File: config.mk
export PLATFORM = sky130hd
export DESIGN_NAME = clock_set_controller
export DESIGN_NICKNAME = d
export VERILOG_FILES = /design/src/rtl/clock_set_controller.sv
export SDC_FILE = /design/constraint.sdc
export NUM_CORES = 1
export LEC_CHECK = 0
export BUFFER_PORTS_ARGS = -buffer_cell sky130_fd_sc_hd__buf_4
export CORE_AREA = 8 8 45 47
export DETAILED_ROUTE_END_ITERATION = 7
export DIE_AREA = 0 0 53 55
export PLACE_DENSITY = 0.64
export SLEW_MARGIN = 40
export SYNTH_ARGS = -nofsm -noshare
export SYNTH_HDL_FRONTEND = slang
export SYNTH_SLANG_ARGS = --single-unit
File: constraint.sdc
create_clock -name clk -period 1.55 [get_ports clk]
set_input_delay 0.465 -clock clk [delete_from_list [all_inputs] [get_ports clk]]
set_output_delay 0.465 -clock clk [all_outputs]
set_load 0.03 [all_outputs]
File: src/rtl/clock_set_controller.sv
// Front-panel time-setting sequencer: mode/increment buttons to select code and increment pulses.
// Define CLOCK_SET_AUTOREPEAT_EN to build the held-button auto-repeat logic.
module clock_set_controller #(
  parameter int HOLD_CYCLES    = 8,
  parameter int REPEAT_CYCLES  = 4,
  parameter int TIMEOUT_CYCLES = 64
) (
  input  logic       clk,
  input  logic       reset,
  input  logic       mode_btn,
  input  logic       inc_btn,
  output logic [1:0] select,
  output logic       increment,
  output logic       setting
);

  if (HOLD_CYCLES < 1) begin : g_bad_hold
    $error("HOLD_CYCLES must be >= 1");
  end
  if (REPEAT_CYCLES < 1) begin : g_bad_repeat
    $error("REPEAT_CYCLES must be >= 1");
  end
  if (TIMEOUT_CYCLES < 2) begin : g_bad_timeout
    $error("TIMEOUT_CYCLES must be >= 2");
  end

  typedef enum logic [1:0] {
    RUN      = 2'd0,
    SET_SEC  = 2'd1,
    SET_MIN  = 2'd2,
    SET_HOUR = 2'd3
  } state_t;

  localparam int IDLE_W = $clog2(TIMEOUT_CYCLES + 1);

  state_t            state_q, state_d;
  logic              mode_prev, inc_prev;
  logic              increment_q, increment_d;
  logic [IDLE_W-1:0] idle_q, idle_d;
  logic              mode_rise, inc_rise, in_set, timeout_hit, repeat_fire;

  assign mode_rise   = mode_btn & ~mode_prev;
  assign inc_rise    = inc_btn & ~inc_prev;
  assign in_set      = (state_q != RUN);
  assign timeout_hit = in_set && !mode_btn && !inc_btn &&
                       (idle_q == IDLE_W'(TIMEOUT_CYCLES - 1));

`ifdef CLOCK_SET_AUTOREPEAT_EN
  localparam int HOLD_W = $clog2(HOLD_CYCLES + 1);
  localparam int REP_W  = $clog2(REPEAT_CYCLES + 1);

  logic [HOLD_W-1:0] hold_q, hold_d;
  logic [REP_W-1:0]  rep_q, rep_d;

  // hold_q saturates at HOLD_CYCLES; rep_q then paces the repeat pulses.
  always_comb begin
    hold_d      = hold_q;
    rep_d       = rep_q;
    repeat_fire = 1'b0;
    if (!in_set || !inc_btn || inc_rise || mode_rise || timeout_hit) begin
      hold_d = '0;
      rep_d  = '0;
    end else if (hold_q != HOLD_W'(HOLD_CYCLES)) begin
      hold_d      = hold_q + HOLD_W'(1);
      repeat_fire = (hold_q == HOLD_W'(HOLD_CYCLES - 1));
    end else if (rep_q == REP_W'(REPEAT_CYCLES - 1)) begin
      rep_d       = '0;
      repeat_fire = 1'b1;
    end else begin
      rep_d = rep_q + REP_W'(1);
    end
  end

  always_ff @(posedge clk or negedge reset) begin
    if (!reset) begin
      hold_q <= '0;
      rep_q  <= '0;
    end else begin
      hold_q <= hold_d;
      rep_q  <= rep_d;
    end
  end
`else
  assign repeat_fire = 1'b0;
`endif

  always_comb begin
    state_d     = state_q;
    increment_d = 1'b0;
    idle_d      = idle_q;

    if (mode_btn || inc_btn || !in_set) begin
      idle_d = '0;
    end else if (idle_q != IDLE_W'(TIMEOUT_CYCLES)) begin
      idle_d = idle_q + IDLE_W'(1);
    end

    // Mode edge wins over any increment activity in the same cycle.
    if (mode_rise) begin
      case (state_q)
        RUN:      state_d = SET_SEC;
        SET_SEC:  state_d = SET_MIN;
        SET_MIN:  state_d = SET_HOUR;
        default:  state_d = RUN;
      endcase
    end else if (in_set) begin
      if (timeout_hit) begin
        state_d = RUN;
        idle_d  = '0;
      end else if (inc_rise || (repeat_fire && !increment_q)) begin
        increment_d = 1'b1;
      end
    end
  end

  // Previous-value registers reset high so a button held through reset is not an edge.
  always_ff @(posedge clk or negedge reset) begin
    if (!reset) begin
      state_q     <= RUN;
      mode_prev   <= 1'b1;
      inc_prev    <= 1'b1;
      increment_q <= 1'b0;
      idle_q      <= '0;
    end else begin
      state_q     <= state_d;
      mode_prev   <= mode_btn;
      inc_prev    <= inc_btn;
      increment_q <= increment_d;
      idle_q      <= idle_d;
    end
  end

  assign select    = state_q;
  assign increment = increment_q;
  assign setting   = |state_q;

endmodule

==> results of run 1 <==
[layer usage]
metal / vias to the layer above / wire (um) / track usage / share of wire
met4: 0 / 23 / 0.0517 / 0.020
met5: - / 0 / 0 / 0
met2: 7 / 523 / 0.145 / 0.45
li1: 233 / - / - / -
met1: 230 / 523 / 0.114 / 0.45
met3: 2 / 83 / 0.0481 / 0.072
[worst max-delay path by stage]
stage | from | to | cells after the start
4_1_cts | select[0]$_DFFE_PN0P_ | setting | 4
5_1_grt | select[1]$_DFFE_PN0P_ | setting | 4
6_report | select[0]$_DFFE_PN0P_ | setting | 4
3_5_place_dp | select[0]$_DFFE_PN0P_ | select[0]$_DFFE_PN0P_ | 5
3_3_place_gp | select[0]$_DFFE_PN0P_ | select[1]$_DFFE_PN0P_ | 5
2_1_floorplan | select[1]$_DFFE_PN0P_ | select[1]$_DFFE_PN0P_ | 5
[power by group through the flow]
| stage | clock (mW) | sequential (mW) | combinational (mW) |
|---|---|---|---|
| 3_3_place_gp | 0 | 0.387 | 0.315 |
| 2_1_floorplan | 0 | 0.442 | 0.155 |
| 3_5_place_dp | 0 | 0.389 | 0.322 |
| 4_1_cts | 0.215 | 0.377 | 0.424 |
| 6_report | 0.205 | 0.378 | 0.427 |
| 5_1_grt | 0.228 | 0.382 | 0.477 |
[sequential cells by signal (all words and copies together), names as in the netlist]
register and count:
inc_prev 1, mode_prev 1, select 2, increment 1, idle_q 7
[cells by family after synthesis]
kind of cell	Yosys count	share of synthesized area
AO/OA/AOI/OAI	8	0.106
XOR/XNOR	3	0.0419
adder cells (fa/ha/maj)	4	0.0798
buffers and inverters	5	0.0299
flip-flops	12	0.483
multiplexers	1	0.0160
AND/OR/NAND/NOR	23	0.244
[worst reg2reg max path, stage by stage (launching register included)]
cell	delay (ns)
dfrtp_2	0.37
inv_2	0.05
ha_4	0.16
or3_4	0.41
nor4_4	0.25
a211oi_1	0.09
[per-stage QoR]
| step | setup WS, ns | power [mW] | setup TNS (ns) | hold slack [ns] |
|---|---|---|---|---|
| CTS | 0.00632 | 1.02 | 0 | 0.00683 |
| floorplan | 0.00967 | 0.598 | 0 | 0.169 |
| detailed placement | 0.0410 | 0.711 | 0 | 0.311 |
| finish | 0.0313 | 1.01 | 0 | 0.00778 |
| global placement | 0.0765 | 0.702 | 0 | 0.312 |
| global route | -0.0253 | 1.09 | -0.0253 | 0.00751 |
[layout make-up]
class	instances	area, um^2
multi-input combinational	39	337
timing repair buffer	12	93.8
inverter	5	18.8
clock buffer	4	26.3
fill	117	583
sequential	12	305
tap	16	20.0
[timing repair]
item / CTS / global route
endpoints found under the setup margin: 1 / 4
gates cloned: 0 / 0
buffers inserted: 4 / 0
gates resized for setup: 4 / 2
pin swaps: 1 / 1
[layout by cell type, fill, tap and decap left out, drive strengths merged]
cell type,netlist,routed
nor3,5,5
mux2i,1,1
buf,0,12
nor4,1,1
or3,2,2
and2b,1,1
dfstp,2,2
nand2,2,2
and3,1,1
clkbuf,0,4
nand3,3,3
and4bb,1,1
nand4bb,1,1
a211oi,1,1
dfrtp,10,10
nor2,5,5
o31ai,2,2
a21oi,3,3
o211a,1,1
inv,5,5
xor2,2,2
xnor2,1,1
nor4b,1,1
ha,4,4
o21ai,1,1
==> flow_summary.toml, run 1 <==
[sta]
setup_viol = 0
fin_crit_sh = 0.980
skew_ns = 0.00199
slew_viol_final = 0
grt_setup_unrepaired = "yes"
clock.fmax_ghz = 0.658
worstMarginPinSlew_ns = 0.294
finalHoldViolations = 0
period_needed_ns = 1.52
slew_headroom = 0.803

[setup_path]
crit_family = "flip-flops"
worst_setup_path_end_kind = "output port"
reg2reg_slack_ns = 0.10
r2r-end = "select[0]$_DFFE_PN0P_"
critical_path_class = "flip-flop to output port"
cp_slowest_stage_delay_ns = 0.41
crit_path_start_kind = "flip-flop"
cp.required_ns = 1.08
cpMostUsedCell = "inv_2"
cpMaxStageDelayCell = "dfrtp_2"
critPathBufInv = 3
worst_r2r_startpoint = "select[0]$_DFFE_PN0P_"
cp_max_fo = 3
r2r_cells = 5
critPathArrivalTime_ns = 1.05
crit_chain = "inv_2, ha_4, inv_2, buf_6"

[logic_synthesis]
synth.cell_area_um2 = 627
syn_area_per_cell_um2 = 11.2
yosys-top-cells-count = "dfrtp_1, inv_1, nor2_1"
yosysSeqAreaShare = 0.483
synth_edf_count = 0
synth.distinct_cells = 26
synth_top_area_cell = "dfrtp_1"
synth_cells = 56
ys_ff_latch = 12
async_flop_share = 1.00
yosys-top-cells-area = "dfrtp_1, dfstp_2, ha_1"
synth_flop_cell = "dfrtp_1"
yosysWarnings = 0
synth_most_common_cell = "dfrtp_1"
synth_nets = 64
synth_top_area_frac = 0.399

[global_routing]
overflow = 0
grt_max_degree = 13
grt_pass1_wl_um = 2070
antenna_found_initial = 0
grt_usage = 0.0978
grt_pass1_vias = 485

[cts]
ctsRootBufferMaster = "clkbuf_4"
cts_buffers = 3
ctsHoldBuffers = 0
cts.sinks = 12
clk_latency_ns = 0.28
h-tree-depth = 1
cts_tree = "built"
path_clk_slew_ns = 0.07
cts_buffer_depth = 2

[cells_and_area]
fin_util = 0.579
insertedDiodeCount = 0
drive_above_1_share = 0.431
syn_to_final_growth_pct = 27.7
nets = 81
final_area_um2 = 801
final_cells = 88

[flow_run]
drv_cap = 0

[power]
power.density_mw_per_mm2 = 1260
p_seq_frac = 0.374
switchingPower_mw = 0.355
power_frac_comb = 0.423
vdd_drop_max_mv = 0.738
p_int_mw = 0.655
p_sw_frac = 0.352
clkPwrFrac = 0.203
power.leakage_nw = 0.343

[route]
drc_errors = 0
viasPerCell = 5.36
drt-initial-drc-count = 2
wl_per_cell_um = 13.1
dr.pass1.iters = 2
final_antenna_net_count = 0
routed_wl_um = 1150
via_count = 472

[floorplanning]
fp-row-count = 14
core-area_mm2 = 0.00138
io_pins = 8
start_util = 0.453
die_w_um = 53
die_area_mm2 = 0.00292
dieHeight_um = 55

[outcome]
status = "finished, final reports clean"

[placement]
io_buffers = 7
dp_hpwl_um = 888
place_congestion = 0.853
dp.cells = 80
post_dp_cell_area_um2 = 726

[worst_hold_path]
hold_path_class = "input pin to asynchronous set/reset pin"
Power figures use the tool's default switching activity.
==> inputs of run 2 (changes only) <==
--- a/config.mk
+++ b/config.mk
@@ -6,9 +6,9 @@
 export NUM_CORES = 1
 export LEC_CHECK = 0
 export BUFFER_PORTS_ARGS = -buffer_cell sky130_fd_sc_hd__buf_4
-export CORE_AREA = 8 8 45 47
+export CORE_AREA = 4 4 41 43
 export DETAILED_ROUTE_END_ITERATION = 7
-export DIE_AREA = 0 0 53 55
+export DIE_AREA = 0 0 45 47
 export PLACE_DENSITY = 0.64
 export SLEW_MARGIN = 40
 export SYNTH_ARGS = -nofsm -noshare
==> constraint.sdc (replaced) <==
create_clock -name clk -period 1.55 [get_ports clk]
set_input_delay 0.465 -clock clk [delete_from_list [all_inputs] [get_ports clk]]
set_output_delay 0.465 -clock clk [all_outputs]
set_load 0.1 [all_outputs]
==> flow_summary.toml, run 2 (same netlist as run 1, synthesis figures left out) <==
[global_routing]
grt_use_met2 = 0.201
top_usage_layer = "met2"
grt_pass1_wl_um = 1950
grt_usage = 0.129
antenna_found_initial = 0
met3_usage = 0.0230
grt_max_degree = 13
met1_usage = 0.179
overflow = 0
grt_pass1_vias = 446

[flow_run]
drv_cap = 0

[sta]
finalHoldViolations = 0
setup_ws_ns = -0.141
fin_crit_sh = 1.09
worstMarginPinSlew_ns = 0.482
slew_headroom = 0.676
skew_ns = 0.00491
grt_setup_unrepaired = "yes"
period_needed_ns = 1.69
setup_viol = 4
clock.fmax_ghz = 0.591
hold_ws_ns = 0.0160
slew_viol_final = 0

[cts]
cts_buffer_depth = 2
ctsRootBufferMaster = "clkbuf_4"
h-tree-depth = 1
cts.sinks = 12
clk_latency_ns = 0.27
ctsHoldBuffers = 0
path_clk_slew_ns = 0.08
cts_buffers = 3
cts_tree = "built"

[placement]
io_buffers = 7
dp_hpwl_um = 857
place_congestion = 0.768

[route]
via_count = 469
dr.pass1.iters = 4
drc_errors = 0
drt-initial-drc-count = 5
wl_per_cell_um = 15.7
viasPerCell = 5.39
routed_wl_um = 1370
final_antenna_net_count = 0

[setup_path]
crit_path_start_kind = "flip-flop"
cpMaxStageDelayCell = "dfrtp_4"
critical_path_class = "flip-flop to output port"
cp_max_fo = 2
cp_slowest_stage_delay_ns = 0.50
cp.required_ns = 1.08
worst_setup_path_end_kind = "output port"
critPathArrivalTime_ns = 1.23
reg2reg_slack_ns = -0.06
worst_r2r_startpoint = "select[1]$_DFFE_PN0P_"
crit_chain = "inv_4, ha_4, clkinvlp_4, buf_12"
startpoint = "select[1]$_DFFE_PN0P_"

[cells_and_area]
drive_above_1_share = 0.458
insertedDiodeCount = 0
largest_reg_flops = 7
syn_to_final_growth_pct = 39.5
fin_util = 0.672
top_register = "idle_q"
final_common_cell = "buf_4"
layout_common_cells = "buf_4, dfrtp_1, nor2_1"
nets = 81

[power]
power.leakage_nw = 0.361
p_seq_frac = 0.281
switchingPower_mw = 0.617
clkPwrFrac = 0.171
power_frac_comb = 0.548
vdd_drop_max_mv = 0.933
power.density_mw_per_mm2 = 1630
p_int_mw = 0.811
p_sw_frac = 0.432

[floorplanning]
die_w_um = 45
core-area_mm2 = 0.00130
fp-row-count = 13
die_area_mm2 = 0.00212
dieHeight_um = 47
io_pins = 8
start_util = 0.482

[outcome]
status = "finished with violations"
violations = "negative setup slack"

[worst_hold_path]
hold_path_class = "input pin to asynchronous set/reset pin"
run 2: stage by stage:
| step | TNS [ns] | power, mW | setup slack [ns] | instances | instance area, um^2 |
|---|---|---|---|---|---|
| 2_1_floorplan | -0.391 | 0.855 | -0.204 | 56 | 653 |
| 3_3_place_gp | 0 | 0.990 | 0.0758 | 79 | 732 |
| 3_5_place_dp | 0 | 0.985 | 0.0609 | 79 | 732 |
| 4_1_cts | -0.141 | 1.33 | -0.141 | 85 | 815 |
| 5_1_grt | -0.573 | 1.50 | -0.188 | 87 | 875 |
| 6_report | -0.275 | 1.43 | -0.141 | 87 | 875 |
run 2: power groups by stage:
stage	clock, mW	sequential [mW]	combinational (mW)
after detailed placement	0	0.402	0.582
after CTS	0.248	0.398	0.689
after global placement	0	0.401	0.589
after floorplan	0	0.608	0.247
final	0.245	0.401	0.782
after global routing	0.271	0.405	0.825
run 2: cell type report:
| class | instances | area [um^2] |
|---|---|---|
| timing repair buffer | 12 | 128 |
| tap | 15 | 18.8 |
| inverter | 5 | 27.5 |
| clock buffer | 4 | 36.3 |
| multi-input combinational | 39 | 354 |
| fill | 112 | 427 |
| sequential | 12 | 310 |
run 2: worst paths after layout:
check / end / cells past startpoint
hold / removal: idle_q[0]$_DFF_PN0_ / 1
max in group asynchronous: inc_prev$_DFF_PN1_ / 1
setup reg to reg: idle_q[2]$_DFF_PN0_ / 6
min in group clk: inc_prev$_DFF_PN1_ / 1
setup / recovery: setting / 4
hold reg to reg: idle_q[1]$_DFF_PN0_ / 2
run 2: metal layers:
layer,part of all wire,up-vias
met4,0.019,0
met2,0.51,15
met3,0.062,4
li1,-,229
met1,0.40,221
met5,0,-
run 2: critical path, delay by kind of cell, from the launching register on:
| family | cells | cell delay [ns] |
|---|---|---|
| adder cells (fa/ha/maj) | 1 | 0.14 |
| flip-flops | 1 | 0.50 |
| buffers and inverters | 3 | 0.33 |
run 2: what timing repair did:
item,CTS,global route
setup buffers,2,2
pin swaps,1,4
resized for setup,8,8
endpoints found under the setup margin,2,6
==> inputs of run 3 (changes only) <==
--- a/config.mk
+++ b/config.mk
@@ -5,7 +5,7 @@
 export SDC_FILE = /design/constraint.sdc
 export NUM_CORES = 1
 export LEC_CHECK = 0
-export BUFFER_PORTS_ARGS = -buffer_cell sky130_fd_sc_hd__buf_4
+export BUFFER_PORTS_ARGS = -buffer_cell sky130_fd_sc_hd__buf_2
 export CORE_AREA = 4 4 41 43
 export DETAILED_ROUTE_END_ITERATION = 7
 export DIE_AREA = 0 0 45 47
==> flow_summary.toml, run 3 (same netlist as run 1, synthesis figures left out) <==
[cells_and_area]
fin_util = 0.653
syn_to_final_growth_pct = 35.5
nets = 80
final_common_cell = "dfrtp_1"
top_register = "idle_q"
layout_common_cells = "dfrtp_1, nor2_1, buf_2"
final_cells = 86
largest_reg_flops = 7
insertedDiodeCount = 0
final_area_um2 = 850
drive_above_1_share = 0.437

[cts]
cts_tree = "built"
ctsRootBufferMaster = "clkbuf_4"
h-tree-depth = 1
path_clk_slew_ns = 0.08
ctsHoldBuffers = 0
clk_latency_ns = 0.27
cts.sinks = 12
cts_buffers = 3
cts_buffer_depth = 2

[power]
power.density_mw_per_mm2 = 1650
vdd_drop_max_mv = 0.759
power.leakage_nw = 0.355
power_mw = 1.40

[sta]
hold_ws_ns = 0.0557
setup_tns_ns = -0.339
slew_headroom = 0.679
slew_viol_final = 0
clock.fmax_ghz = 0.594
finalHoldViolations = 0
setup_viol = 3
fin_crit_sh = 1.09
period_needed_ns = 1.68
setup_ws_ns = -0.134
worstMarginPinSlew_ns = 0.484
skew_ns = 0.00286
grt_setup_unrepaired = "yes"

[placement]
dp_slack_ns = 0.0708
dp_hpwl_um = 818
post_dp_cell_area_um2 = 759
dp.cells = 79
io_buffers = 7
place_congestion = 0.765

[setup_path]
critPathArrivalTime_ns = 1.22
critical_path_class = "flip-flop to output port"
worst_setup_path_end_kind = "output port"
worst_r2r_startpoint = "select[0]$_DFFE_PN0P_"
cpMaxStageDelayCell = "dfrtp_4"
r2r_cells = 7
crit_path_start_kind = "flip-flop"
cp.required_ns = 1.08
cp_slowest_stage_delay_ns = 0.49
reg2reg_slack_ns = -0.11
cp_max_fo = 2
r2r-end = "select[0]$_DFFE_PN0P_"
startpoint = "select[0]$_DFFE_PN0P_"
crit_chain = "inv_4, ha_4, clkinvlp_4, buf_12"

[global_routing]
overflow = 0
grt_max_degree = 13
antenna_found_initial = 0
grt_pass1_wl_um = 1850
grt_usage = 0.123
grt_pass1_vias = 441

[outcome]
status = "finished with violations"
violations = "negative setup slack"

[route]
drt-initial-drc-count = 6
via_count = 474
drc_errors = 0
dr.pass1.iters = 4
wl_per_cell_um = 13.3
viasPerCell = 5.51
routed_wl_um = 1150
final_antenna_net_count = 0

[flow_run]
drv_cap = 0

[floorplanning]
die_area_mm2 = 0.00212
fp-row-count = 13
die_w_um = 45
dieHeight_um = 47
core-area_mm2 = 0.00130
io_pins = 8
start_util = 0.482

[worst_hold_path]
hold_path_class = "input pin to asynchronous set/reset pin"
## run 3: worst max-delay path: cells and delay by family (launching register included)
family                     cells  cell delay (ns)
DFF                            1             0.49
buffers and inverters          3             0.33
adders and majority gates      1             0.13
## run 3: final cells by class
type                            instances  area, um^2
Timing Repair Buffer                   11         114
Inverter                                5        27.5
Multi-Input combinational cell         39         343
Fill cell                             106         452
Tap cell                               15        18.8
Clock buffer                            4        36.3
Sequential cell                        12         310
## run 3: power breakdown
part	internal, mW	switching, mW	total [mW]
clock network	0.143	0.104	0.246
registers	0.366	0.0323	0.399
logic	0.297	0.461	0.758
## run 3: timing repair
action                                  in CTS  in global routing
endpoints found under the setup margin       1                  5
resized for setup                            2                  4
setup buffers                                2                  1
endpoints found under the hold margin        0                  0
pin swaps                                    1                  3
## run 3: worst max path at each step
stage                                  to  slack [ns]
floorplan                         setting       -0.20
global placement    select[1]$_DFFE_PN0P_        0.07
detailed placement  select[1]$_DFFE_PN0P_        0.07
CTS                               setting       -0.14
global route                      setting       -0.17
finish                            setting       -0.13
## run 3: per-layer routing
metal,GRT usage,vias to the layer above,routed length [um]
met5,0,-,0
met4,0.0526,0,8
met3,0.0345,2,67
met2,0.189,12,529
met1,0.163,229,543
li1,-,231,-
